$ cat src/rtl/cavlc_pkg.sv
// Shared widths and FSM encoding for the CAVLC bitstream back end.
package cavlc_pkg;
    localparam int CAVLC_IN_W  = 128;
    localparam int CAVLC_LEN_W = 7;
    localparam int CAVLC_OUT_W = 32;
    localparam int CAVLC_BUF_W = CAVLC_IN_W + CAVLC_OUT_W;

    typedef enum logic [1:0] {
        IDLE  = 2'd0,
        DRAIN = 2'd1,
        PAD   = 2'd2,
        DONE  = 2'd3
    } packer_state_e;
endpackage

$ cat src/rtl/cavlc_bit_align.sv
// Masks a len-bit LSB-aligned code and places its first bit at MSB offset pos
// of a BUF_W-wide accumulator image.
module cavlc_bit_align #(
    parameter int IN_W  = 128,
    parameter int LEN_W = 7,
    parameter int BUF_W = 160,
    parameter int POS_W = 8
) (
    input  logic [IN_W-1:0]  code,
    input  logic [LEN_W-1:0] len,
    input  logic [POS_W-1:0] pos,
    output logic [BUF_W-1:0] aligned
);
    logic [IN_W-1:0]  masked;
    logic [BUF_W-1:0] ext;
    logic [POS_W:0]   shamt;

    // pos + len never exceeds BUF_W, so shamt cannot underflow.
    always_comb begin
        masked  = code & ~({IN_W{1'b1}} << len);
        ext     = {{(BUF_W-IN_W){1'b0}}, masked};
        shamt   = (POS_W+1)'(BUF_W) - {1'b0, pos} - (POS_W+1)'(len);
        aligned = ext << shamt;
    end
endmodule

$ cat src/rtl/cavlc_bit_packer.sv
// Packs variable-length CAVLC codes MSB-first into a 32-bit word stream,
// with back-pressure and a flush that zero-pads the final partial word.
module cavlc_bit_packer
    import cavlc_pkg::*;
#(
    parameter int IN_W  = CAVLC_IN_W,
    parameter int LEN_W = CAVLC_LEN_W,
    parameter int OUT_W = CAVLC_OUT_W,
    parameter int BUF_W = IN_W + OUT_W
) (
    input  logic             clk,
    input  logic             rst,
    input  logic             cavlc_enc_valid,
    input  logic [IN_W-1:0]  cavlc_bitstream_code,
    input  logic [LEN_W-1:0] cavlc_bitstream_bit,
    output logic             packer_ready,
    input  logic             flush_req,
    output logic             flush_done,
    output logic             word_valid,
    output logic [OUT_W-1:0] word_data,
    input  logic             word_ready,
    output logic [31:0]      total_bits
);
    localparam int FILL_W = 8;
    localparam logic [FILL_W-1:0] WORD_BITS = FILL_W'(OUT_W);

    packer_state_e     state, state_next;
    logic [FILL_W-1:0] fill, fill_pop;
    logic [BUF_W-1:0]  acc_buf, buf_pop, aligned;
    logic              pad_pending;
    logic              pop, accept, drain_last;

    assign word_valid = (fill >= WORD_BITS) || pad_pending;
    assign word_data  = acc_buf[BUF_W-1 -: OUT_W];

    assign pop        = word_valid && word_ready;
    assign fill_pop   = pop ? fill - WORD_BITS : fill;
    assign buf_pop    = pop ? acc_buf << OUT_W : acc_buf;
    assign accept     = cavlc_enc_valid && packer_ready;
    assign drain_last = (state == DRAIN) && (fill_pop < WORD_BITS);

    cavlc_bit_align #(
        .IN_W  (IN_W),
        .LEN_W (LEN_W),
        .BUF_W (BUF_W),
        .POS_W (FILL_W)
    ) u_align (
        .code    (cavlc_bitstream_code),
        .len     (cavlc_bitstream_bit),
        .pos     (fill_pop),
        .aligned (aligned)
    );

    always_ff @(posedge clk) begin
        if (rst) state <= IDLE;
        else     state <= state_next;
    end

    always_comb begin
        state_next = state;
        case (state)
            IDLE:  if (flush_req) state_next = DRAIN;
            DRAIN: if (drain_last) state_next = (fill_pop != '0) ? PAD : DONE;
            PAD:   if (pop) state_next = DONE;
            DONE:  state_next = IDLE;
            default: state_next = IDLE;
        endcase
    end

    always_comb begin
        packer_ready = !rst && (state == IDLE) && (fill_pop < WORD_BITS);
        flush_done   = (state == DONE);
    end

    // In PAD the final partial word leaves in one pop, emptying the buffer.
    always_ff @(posedge clk) begin
        if (rst) begin
            fill        <= '0;
            acc_buf     <= '0;
            pad_pending <= 1'b0;
            total_bits  <= '0;
        end else begin
            if (state == PAD && pop) begin
                fill        <= '0;
                acc_buf     <= '0;
                pad_pending <= 1'b0;
            end else begin
                fill    <= fill_pop + (accept ? FILL_W'(cavlc_bitstream_bit) : '0);
                acc_buf <= buf_pop | (accept ? aligned : '0);
                if (drain_last && fill_pop != '0)
                    pad_pending <= 1'b1;
            end
            if (accept)
                total_bits <= total_bits + 32'(cavlc_bitstream_bit);
        end
    end
endmodule
$ cat config.mk
export PLATFORM = sky130hd
export DESIGN_NAME = cavlc_bit_packer
export DESIGN_NICKNAME = d
export VERILOG_FILES = /design/src/rtl/cavlc_pkg.sv /design/src/rtl/cavlc_bit_align.sv /design/src/rtl/cavlc_bit_packer.sv
export SDC_FILE = /design/constraint.sdc
export NUM_CORES = 1
export LEC_CHECK = 0
export BUFFER_PORTS_ARGS = -buffer_cell sky130_fd_sc_hd__buf_2
export CAP_MARGIN = 10
export CELL_PAD_IN_SITES_DETAIL_PLACEMENT = 2
export CELL_PAD_IN_SITES_GLOBAL_PLACEMENT = 2
export CORE_ASPECT_RATIO = 1.1
export CORE_MARGIN = 1.5
export CORE_UTILIZATION = 28
export DETAILED_ROUTE_END_ITERATION = 6
export PLACE_DENSITY = 0.66
export SLEW_MARGIN = 20
export SYNTH_ARGS = -nofsm -noshare
export SYNTH_HDL_FRONTEND = slang
export SYNTH_SLANG_ARGS = --single-unit
export TNS_END_PERCENT = 1
$ cat constraint.sdc
create_clock -name clk -period 11.3 [get_ports clk]
set_input_delay 1.695 -clock clk [delete_from_list [all_inputs] [get_ports clk]]
set_output_delay 1.695 -clock clk [all_outputs]
set_load 0.02 [all_outputs]
Yosys cells after proc, flatten, opt, wreduce, memory -nomap -nowiden
Cells that the tools add are included.
{"block": "op_classes", "addsub": 5, "n_lt_le_gt_ge": 2, "n_eq_ne": 6, "shifts": 2, "mux": 9, "bitwise_logic": 3, "n_reduce_logical": 13}
{"operator": "two-way mux 160 bit", "n": 2}
{"operator": "OR 160 bit", "n": 1}
{"operator": "left shift 128 x 9 -> 160 bit", "n": 1}
{"operator": "bitwise AND 128 bit", "n": 1}
{"operator": "NOT 128 bit", "n": 1}
{"operator": "left shift 128 x 7 -> 128 bit, first input constant", "n": 1}
{"operator": "adder 32 x 7 -> 32 bit", "n": 1}
{"operator": "subtractor 8 x 8 -> 9 bit, first input constant", "n": 1}
{"operator": "subtractor 9 x 7 -> 9 bit", "n": 1}
{"operator": "adder 8 x 7 -> 8 bit", "n": 1}
{"operator": ">= comparator 8 x 6 -> 1 bit, second input constant", "n": 1}
{"operator": "less-than comparator 8 x 6 -> 1 bit, second input constant", "n": 1}
{"operator": "two-way mux 8 bit", "n": 1}
{"operator": "one-hot mux 2 bit (4 select lines)", "n": 1}
{"operator": "nonzero test 8 bit", "n": 1}
{"operator": "subtractor 8 x 6 -> 8 bit, second input constant", "n": 1}
{"operator": "logical AND 1 bit", "n": 7}
{"operator": "two-way mux 7 bit", "n": 1}
{"operator": "two-way mux 2 bit", "n": 3}
{"operator": "inequality test 2 bit, second input constant", "n": 3}
{"operator": "== test 2 bit, second input constant", "n": 2}
{"operator": "AND reduction 3 bit", "n": 1}
{"operator": "== test 2 x 1 -> 1 bit, second input constant", "n": 1}
{"operator": "logical NOT 2 bit", "n": 1}
{"operator": "other kinds (4)", "n": 4}
{"block": "word_totals", "reg_bits": 203, "in_bits": 140, "output_inout_bits": 67, "elab_cells": 45}

Longest topological paths before layout
Gate-level depths: netlist of the first run.
{"block": "depth", "depth_word": 9, "ltp_mapped": 20, "mapped_depth_nobuf": 16}

Modules after synthesis
A second synthesis of the first run with hierarchy kept.
{"block": "unflattened", "cells_unflattened": 3695, "area_unflattened_um2": 25659.6}
{"mod": "cavlc_bit_align", "instances": 1, "cells_per_inst": 2525, "area_each_um2": 16649.7, "seq_area_each_um2": 0.0}
{"mod": "cavlc_bit_packer", "instances": 1, "cells_per_inst": 1170, "area_each_um2": 9009.9, "seq_area_each_um2": 4063.9}

Least setup slack after synthesis of the first run
OpenSTA, ideal clock, no wires.
{"block": "synth_timing", "kind": "input to register", "startpoint": "input cavlc_bitstream_bit[0]", "endpoint": "register acc_buf[130]", "setup_ps": 86, "arrival_time_ps": 5617, "required_time_ps": 11214, "path_slack_ps": 5597, "cell_stages": 17, "path_cell_list": "buf_2 clkbuf_1 buf_2 inv_1 ha_1 ha_1 fa_1 buf_2 buf_2 buf_2 buf_2 clkbuf_1 clkbuf_1 mux2i_1 a21oi_1 o211a_1 a211oi_1"}
{"block": "synth_via", "elab_chain_len": 6}
{"item": "start: declaration", "line_no": "cavlc_bit_packer.sv:15", "text": "input logic [LEN_W-1:0] cavlc_bitstream_bit,"}
{"item": "left shift 128 x 7 -> 128 bit", "line_no": "cavlc_bit_align.sv:20", "text": "masked = code & ~({IN_W{1'b1}} << len);"}
{"item": "NOT 128 bit", "line_no": "cavlc_bit_align.sv:20"}
{"item": "bitwise AND 128 bit", "line_no": "cavlc_bit_align.sv:20"}
{"item": "left shift 128 x 9 -> 160 bit *", "line_no": "cavlc_bit_align.sv:23", "text": "aligned = ext << shamt;"}
{"item": "two-way mux 160 bit *", "line_no": "cavlc_bit_packer.sv:89", "text": "acc_buf <= buf_pop | (accept ? aligned : '0);"}
{"item": "OR 160 bit *", "line_no": "cavlc_bit_packer.sv:89"}
{"item": "end signal: assignment", "line_no": "cavlc_bit_packer.sv:89"}
{"item": "end: declaration", "line_no": "cavlc_bit_packer.sv:29", "text": "logic [BUF_W-1:0] acc_buf, buf_pop, aligned;"}
Every way passes the cells marked *; elsewhere a longest branch is shown, timed or not.
A chain may end at the register's enable or synchronous reset.

Worst setup path after layout of the first run
{"block": "layout_timing", "startpoint": "input word_ready", "endpoint": "register acc_buf[19]"}
{"block": "layout_via", "elab_chain_len": 7}
{"item": "start: declaration", "line_no": "cavlc_bit_packer.sv:21", "text": "input logic word_ready,"}
{"item": "logical AND 1 bit *", "line_no": "cavlc_bit_packer.sv:36", "text": "assign pop = word_valid && word_ready;"}
{"item": "two-way mux 8 bit", "line_no": "cavlc_bit_packer.sv:37", "text": "assign fill_pop = pop ? fill - WORD_BITS : fill;"}
{"item": "subtractor 8 x 8 -> 9 bit / less-than comparator 8 x 6 -> 1 bit (equally long branches)", "line_no": "cavlc_bit_align.sv:22, cavlc_bit_packer.sv:71"}
{"item": "subtractor 9 x 7 -> 9 bit / logical AND 1 bit (equally long branches)", "line_no": "cavlc_bit_align.sv:22, cavlc_bit_packer.sv:71"}
{"item": "left shift 128 x 9 -> 160 bit / logical AND 1 bit (equally long branches)", "line_no": "cavlc_bit_align.sv:23, cavlc_bit_packer.sv:39"}
{"item": "two-way mux 160 bit", "line_no": "cavlc_bit_packer.sv:89"}
{"item": "OR 160 bit", "line_no": "cavlc_bit_packer.sv:89"}
Marked as above.

==> summary.txt, run 1 <==
Critical path
  • Worst path max stage delay: about 1.1 ns
  • WP depth: 17
  • Setup crit end kind: flop
  • Crit-path cells: buf_2, and2_4, nand2_1, o21ai_0, ha_1, inv_1, ha_1, nor3b_1, a311o_1, a311oi_4, buf_4, o21ai_0, nor3_4, nand2_1, nor2_2, a22oi_1, nor2_1
  • Critical path class: input pin to flop
  • R2R Path Start: fill[6]
  • Crit-path slowest cell: nor2_2
  • FF-to-FF setup slack: 4.20 ns
  • Crit path capture: acc_buf[19]
  • Critical Path AT: 8.27 ns
  • CP startpoint: word_ready
  • Reg2reg path depth: 17
  • Buf/Inv on CP: 3
  • WP data required: 11.82 ns
  • Crit start category: input pin
  • Reg2reg end: acc_buf[19]
  • CP top delay family: simple AND/OR/NAND/NOR gates
  • Worst-path maximum fanout: 55

Floorplan
  • CORE AREA: 86700 µm²
  • Cell Rows: 113
  • Initial core utilization: 0.284
  • Die width: 286 µm
  • Die Height: 314 µm
  • IO Count: about 210
  • Die Area: 89600 µm²

Layout
  • Layout Nets: 3508
  • Fin util: 0.315
  • Area delta synth->final: 11.1%
  • Commonest non-fill, non-tap cell in the layout: nand2_1
  • Fill count: 10200
  • Share of cells above drive strength 1: 0.163
  • Commonest cells after routing, fill and taps aside: nand2_1 (420), nor2_1 (286), dfxtp_1 (203), a21oi_1 (202), buf_2 (202)

Timing
  • RSZ-0062 raised after global routing: no
  • Clock skew: just over 0.03 ns
  • Hold Violations, Final: 0
  • Slew Limit Fails: 0
  • Setup tns final: 0 ns
  • Part of the cycle the worst path needs: 0.686
  • Max Fclk: around 130 MHz
  • Relative slew slack: 0.128
  • Worst hold slack: approximately 0.48 ns
  • Tmin final: a little under 8 ns
  • Setup-failing EPs final: 0
  • Worst-margin pin slew: 1.30 ns

Clocking
  • Cts hold-fix bufs: 0
  • CTS max path bufs: 3
  • # clock sinks: 203
  • Worst-Skew Late Latency: 0.59 ns
  • CTS tree: done
  • Post-CTS repair timing setup buffer count: 0
  • Root buf cell: clkbuf_16
  • CTS Buf Count: 26
  • CTS resizes: 0
  • Htree depth: 1
  • Clk slew on worst S/H paths: 0.06 ns

Placed design
  • I/O Buffers: 205
  • DP Wirelength: about 120000 µm
  • Placer Congestion: 1.00

GRT
  • Vias in the first global route: 30100
  • Largest net degree at the start of global routing: 133
  • Total GRT Usage: 0.338
  • Initial antenna violation count: 4
  • First-pass GRT wire length: 225000 µm
  • Grt ovf: 0

Synthesis
  • Synthesized area: 24600 µm²
  • Distinct cell type count after synthesis: 101
  • Most used flip-flop cell after synthesis: dfxtp_1
  • Number of flops mapped to enable cells by yosys: 0
  • Yosys warning count: 0
  • Net Count, Synth: approximately 3500
  • Synth Area per Inst: 7.31 µm²
  • Synth Register Bits: roughly 200
  • Cell count after synthesis: 3363
  • Sequential area share after synthesis: 0.165
  • Asr flop ratio synth: 0

Drt
  • Total Wirelength: 158000 µm
  • Router iterations before antenna repair: 7
  • WL per Instance: between 30 and 40 µm
  • DR vias: 30400
  • Via density per instance: about 6.8
  • Antenna Violating Nets Remaining: 0
  • Remaining DRCs: 6
  • Initial DRC Count: 3361

Flow run
  • MaxCap Viol Count: 0

Outcome
  • Failing checks: DRC
  • Status: finished with violations

Min path
  • Worst min path class: flop to flop
## synthesized netlist by cell type (all sizes together) (34+ instances only)
master | instances | share of area
o211ai | 59 | 0.019
inv | 52 | 0.0079
nand3 | 93 | 0.019
and3 | 41 | 0.010
buf | 193 | 0.043
and2 | 34 | 0.0087
o21ai | 193 | 0.039
o22ai | 72 | 0.018
mux2i | 194 | 0.079
clkbuf | 164 | 0.025
dfxtp | 203 | 0.17
a22oi | 61 | 0.019
ha | 35 | 0.018
a211oi | 91 | 0.028
nor2 | 293 | 0.045
a31oi | 52 | 0.013
a21o | 37 | 0.011
mux4 | 47 | 0.043
nor3 | 84 | 0.018
nand2 | 423 | 0.065
mux2 | 64 | 0.029
a21oi | 205 | 0.042
a221oi | 37 | 0.014
## metrics by stage
stage          setup WS [ns]  std cells  instance area (µm²)
2_1_floorplan           5.60       3363                24600
3_3_place_gp            3.13       4452                26400
3_5_place_dp            3.04       4452                26400
4_1_cts                 3.53       4499                27300
5_1_grt                 3.24       4499                27300
6_report                3.54       4500                27300
## cell type report
cell class                 instances  area, µm²  area share
clock buffer                      39        790      0.0289
tap                             1150       1440      0.0527
antenna                            1       2.50   0.0000916
multi-input combinational       2751      18900       0.692
timing repair buffer             296       1790      0.0656
sequential                       203       4060       0.149
clock inverter                     8        130     0.00477
inverter                          52        198     0.00724
## worst min-delay path: stages, from the launching register on
cell and delay [ns]:
dfxtp_1 0.31, nand2_1 0.05, a31oi_1 0.06
## state kept, by name, summed over array words and instances (netlist names)
signal       cells
state            2
fill             8
pad_pending      1
acc_buf        160
total_bits      32
## routing by layer
| metal | part of all wire | vias up | wire length [µm] | GRT usage |
|---|---|---|---|---|
| met5 | 0.00015 | - | 24 | 0 |
| met2 | 0.43 | 1645 | 67200 | 0.511 |
| met4 | 0.075 | 4 | 11800 | 0.215 |
| met1 | 0.42 | 15400 | 65500 | 0.443 |
| li1 | - | 12900 | - | - |
| met3 | 0.083 | 443 | 13100 | 0.0603 |
## logic make-up after synthesis
family / share of synthesized area
adders and majority gates: 0.0207
buffers and inverters: 0.0763
AOI/OAI and AO/OA: 0.361
xor gates and xnor gates: 0.0132
and+or+nand+nor: 0.212
DFF: 0.165
muxes: 0.152
## how the worst min path moves through the flow
stage,startpoint,slack (ns),endpoint,cells after the start
after floorplan,acc_buf[105],0.45,acc_buf[137],2
after global placement,acc_buf[105],0.46,acc_buf[137],2
after detailed placement,acc_buf[105],0.47,acc_buf[137],2
after CTS,acc_buf[105],0.48,acc_buf[137],2
after global routing,acc_buf[46],0.50,acc_buf[46],2
final,acc_buf[105],0.48,acc_buf[137],2
Power of run 1 is not shown: default switching activity piles up to over one toggle a cycle in this logic, so the estimate is an artifact.
==> run 2: changes to the inputs <==
--- a/config.mk
+++ b/config.mk
@@ -5,6 +5,7 @@
 export SDC_FILE = /design/constraint.sdc
 export NUM_CORES = 1
 export LEC_CHECK = 0
+export ABC_AREA = 1
 export BUFFER_PORTS_ARGS = -buffer_cell sky130_fd_sc_hd__buf_2
 export CAP_MARGIN = 10
 export CELL_PAD_IN_SITES_DETAIL_PLACEMENT = 2
@@ -13,7 +14,7 @@
 export CORE_MARGIN = 1.5
 export CORE_UTILIZATION = 28
 export DETAILED_ROUTE_END_ITERATION = 6
-export PLACE_DENSITY = 0.66
+export PLACE_DENSITY = 0.76
 export SLEW_MARGIN = 20
 export SYNTH_ARGS = -nofsm -noshare
 export SYNTH_HDL_FRONTEND = slang
==> constraint.sdc (replaced) <==
create_clock -name clk -period 6.2 [get_ports clk]
set_input_delay 0.93 -clock clk [delete_from_list [all_inputs] [get_ports clk]]
set_output_delay 0.93 -clock clk [all_outputs]
set_load 0.02 [all_outputs]
==> summary.txt, run 2 <==
Synthesis
  • Synthesized area: 21800 µm² (-11%)
  • Synth top cells by count: nand3_1 (1338), nand2_1 (971), a21oi_1 (257), inv_1 (208), dfxtp_1 (203)
  • Cell count after synthesis: 3951 (+17%)
  • Asr flop ratio synth: 0 (unchanged)
  • Synth Area per Inst: 5.53 µm² (-24%)
  • Most used flip-flop cell after synthesis: dfxtp_1
  • Synth Area in Compound Gates: 0.129 (-0.232)
  • Adder-Cell Fraction of Synth Area: 0.0228 (+0.00214)
  • Largest family of logic cells by synthesized area: simple AND/OR/NAND/NOR gates
  • Net Count, Synth: 4129 (+17%)
  • XOR/XNOR Fraction of Synth Area: 0.00997 (-0.00321)
  • Yosys top cell area share: 0.307 (+0.141)
  • Synth Register Bits: 203 (unchanged)
  • Simple-Gate Fraction of Synth Area: 0.534 (+0.322)
  • Yosys top cell by area: nand3_1
  • Distinct cell type count after synthesis: 50 (-50%)
  • Mux contribution to synthesized area: 0.0137 (-0.138)
  • Sequential area share after synthesis: 0.186 (+0.0208)
  • Yosys warning count: 0 (unchanged)
  • Top-count cell post-synth: nand3_1
  • Area contributors post-synth: nand3_1 (31%), dfxtp_1 (19%), nand2_1 (17%)
  • Number of flops mapped to enable cells by yosys: 0 (unchanged)

Layout
  • Fin util: 0.314 (-0.00146)
  • Biggest register: acc_buf
  • Top flop regs: acc_buf (160), total_bits (32), fill (8)
  • Largest register FFs: 160 (unchanged)
  • Share of cells above drive strength 1: 0.0884 (-0.0743)
  • Commonest cells after routing, fill and taps aside: nand3_1 (1338), nand2_1 (968), a21oi_1 (257), inv_1 (206), buf_2 (205)
  • Area delta synth->final: 11.1% (about the same)
  • Commonest non-fill, non-tap cell in the layout: nand3_1
  • Layout Nets: 4100 (+17%)

Drt
  • Met2 wire length: 59400 µm (-12%)
  • Router iterations before antenna repair: 6 (-1)
  • Total Wirelength: 135000 µm (-14%)
  • Via density per instance: 6.01 (-11%)
  • Top Layer Used: met4
  • DR vias: 29900 (-1.7%)
  • WL per Instance: 27.1 µm (-23%)
  • Metal3 WL: 9010 µm (-31%)
  • Initial DRC Count: 2886 (-14%)
  • Remaining DRCs: 0 (-6)
  • Wire length on met1: 58300 µm (-11%)
  • Antenna Violating Nets Remaining: 0 (unchanged)

Timing
  • Part of the cycle the worst path needs: 0.757
  • Worst-margin pin slew: 0.959 ns (-0.341 ns)
  • Tmin final: 4.69 ns
  • Slew Limit Fails: 0 (unchanged)
  • Worst hold slack: 0.464 ns (-0.0132 ns)
  • Clock skew: 0.0327 ns (+0.00211 ns)
  • Setup tns final: 0 ns (unchanged)
  • Max Fclk: 213 MHz
  • RSZ-0062 raised after global routing: no
  • Relative slew slack: 0.360 (+0.232)
  • Setup-failing EPs final: 0 (unchanged)
  • Hold Violations, Final: 0 (unchanged)

Clocking
  • Htree depth: 1 (unchanged)
  • Worst-Skew Late Latency: 0.57 ns (-0.02 ns)
  • CTS max path bufs: 3 (unchanged)
  • # clock sinks: 203 (unchanged)
  • CTS tree: done
  • Cts hold-fix bufs: 0 (unchanged)
  • Root buf cell: clkbuf_16
  • CTS Buf Count: 25 (-3.8%)
  • Clk slew on worst S/H paths: 0.06 ns (about the same)
  • Post-CTS repair timing setup buffer count: 0 (unchanged)
  • CTS resizes: 0 (unchanged)

Floorplan
  • IO Count: 207 (unchanged)
  • Die Area: 79700 µm² (-11%)
  • Die width: 269 µm (-5.7%)
  • CORE AREA: 77400 µm² (-11%)
  • Cell Rows: 107 (-5.3%)
  • Initial core utilization: 0.282 (-0.00141)
  • Die Height: 296 µm (-5.7%)

Critical path
  • Setup crit end kind: flop
  • Worst-path maximum fanout: 33 (-40%)
  • Critical Path AT: 5.15 ns (-3.12 ns)
  • Critical path class: input pin to flop
  • WP data required: 6.66 ns (-5.16 ns)
  • Crit start category: input pin

GRT
  • Vias in the first global route: 29900 (-0.92%)
  • First-pass GRT wire length: 198000 µm (-12%)
  • Initial antenna violation count: 2 (-2)
  • Grt ovf: 0 (unchanged)
  • Largest net degree at the start of global routing: 167 (+26%)
  • Total GRT Usage: 0.328 (-0.0102)

Placed design
  • I/O Buffers: 205 (unchanged)
  • DP Wirelength: 107000 µm (-9.8%)
  • Placer Congestion: 1.06 (+5.7%)

Min path
  • Worst min path class: flop to flop

Outcome
  • Status: completed

Flow run
  • MaxCap Viol Count: 0 (unchanged)
==> run 2: routing by layer <==
| layer | up-vias | track usage |
|---|---|---|
| met5 | - | 0 |
| met2 | 1176 | 0.519 |
| met1 | 14900 | 0.436 |
| li1 | 13500 | - |
| met3 | 274 | 0.0400 |
| met4 | 0 | 0.173 |
==> run 2: logic make-up after synthesis <==
logic type / Yosys count
XOR/XNOR: 24
AND/OR/NAND/NOR: 2575
multiplexers: 30
adder cells (fa/ha/maj): 38
AO/OA/AOI/OAI: 533
flip-flops: 203
buffers and inverters: 548
==> run 2: path summary, 6_finish.rpt <==
kind	cells past startpoint	start	slack (ns)	end
max reg2reg	21	fill[7]	1.73	acc_buf[154]
min reg2reg	2	pad_pending	0.46	pad_pending
min	2	pad_pending	0.46	pad_pending
max	18	cavlc_bitstream_bit[4]	1.51	acc_buf[154]
==> run 2: area by class of cell <==
| class | instances | area [µm²] |
|---|---|---|
| Antenna cell | 1 | 2.50 |
| Sequential cell | 203 | 4060 |
| Inverter | 227 | 861 |
| Clock buffer | 32 | 692 |
| Timing Repair Buffer | 265 | 1600 |
| Multi-Input combinational cell | 3200 | 15600 |
| Fill cell | 10100 | 53100 |
| Clock inverter | 8 | 159 |
| Tap cell | 1035 | 1290 |
==> run 2: critical path: stages <==
cell     delay [ns]
buf_2          0.44
inv_2          0.32
ha_1           0.38
ha_1           0.33
a21oi_1        0.15
nand2_1        0.10
or2_1          0.25
nand2_4        0.37
inv_2          0.26
nor2_2         0.18
inv_2          0.09
nor2_4         0.25
inv_2          0.12
o21ai_0        0.44
a21oi_1        0.14
nand2_1        0.15
nand2_1        0.09
a21oi_1        0.12
==> run 2: metrics by stage <==
| step | worst slack (ns) | instance area (µm²) | cells |
|---|---|---|---|
| floorplan | 2.61 | 21800 | 3951 |
| global placement | 1.11 | 23400 | 4930 |
| detailed placement | 1.02 | 23400 | 4930 |
| CTS | 1.63 | 24300 | 4970 |
| global route | 1.41 | 24300 | 4971 |
| finish | 1.51 | 24300 | 4971 |
Power of run 2 is left out for the same reason.
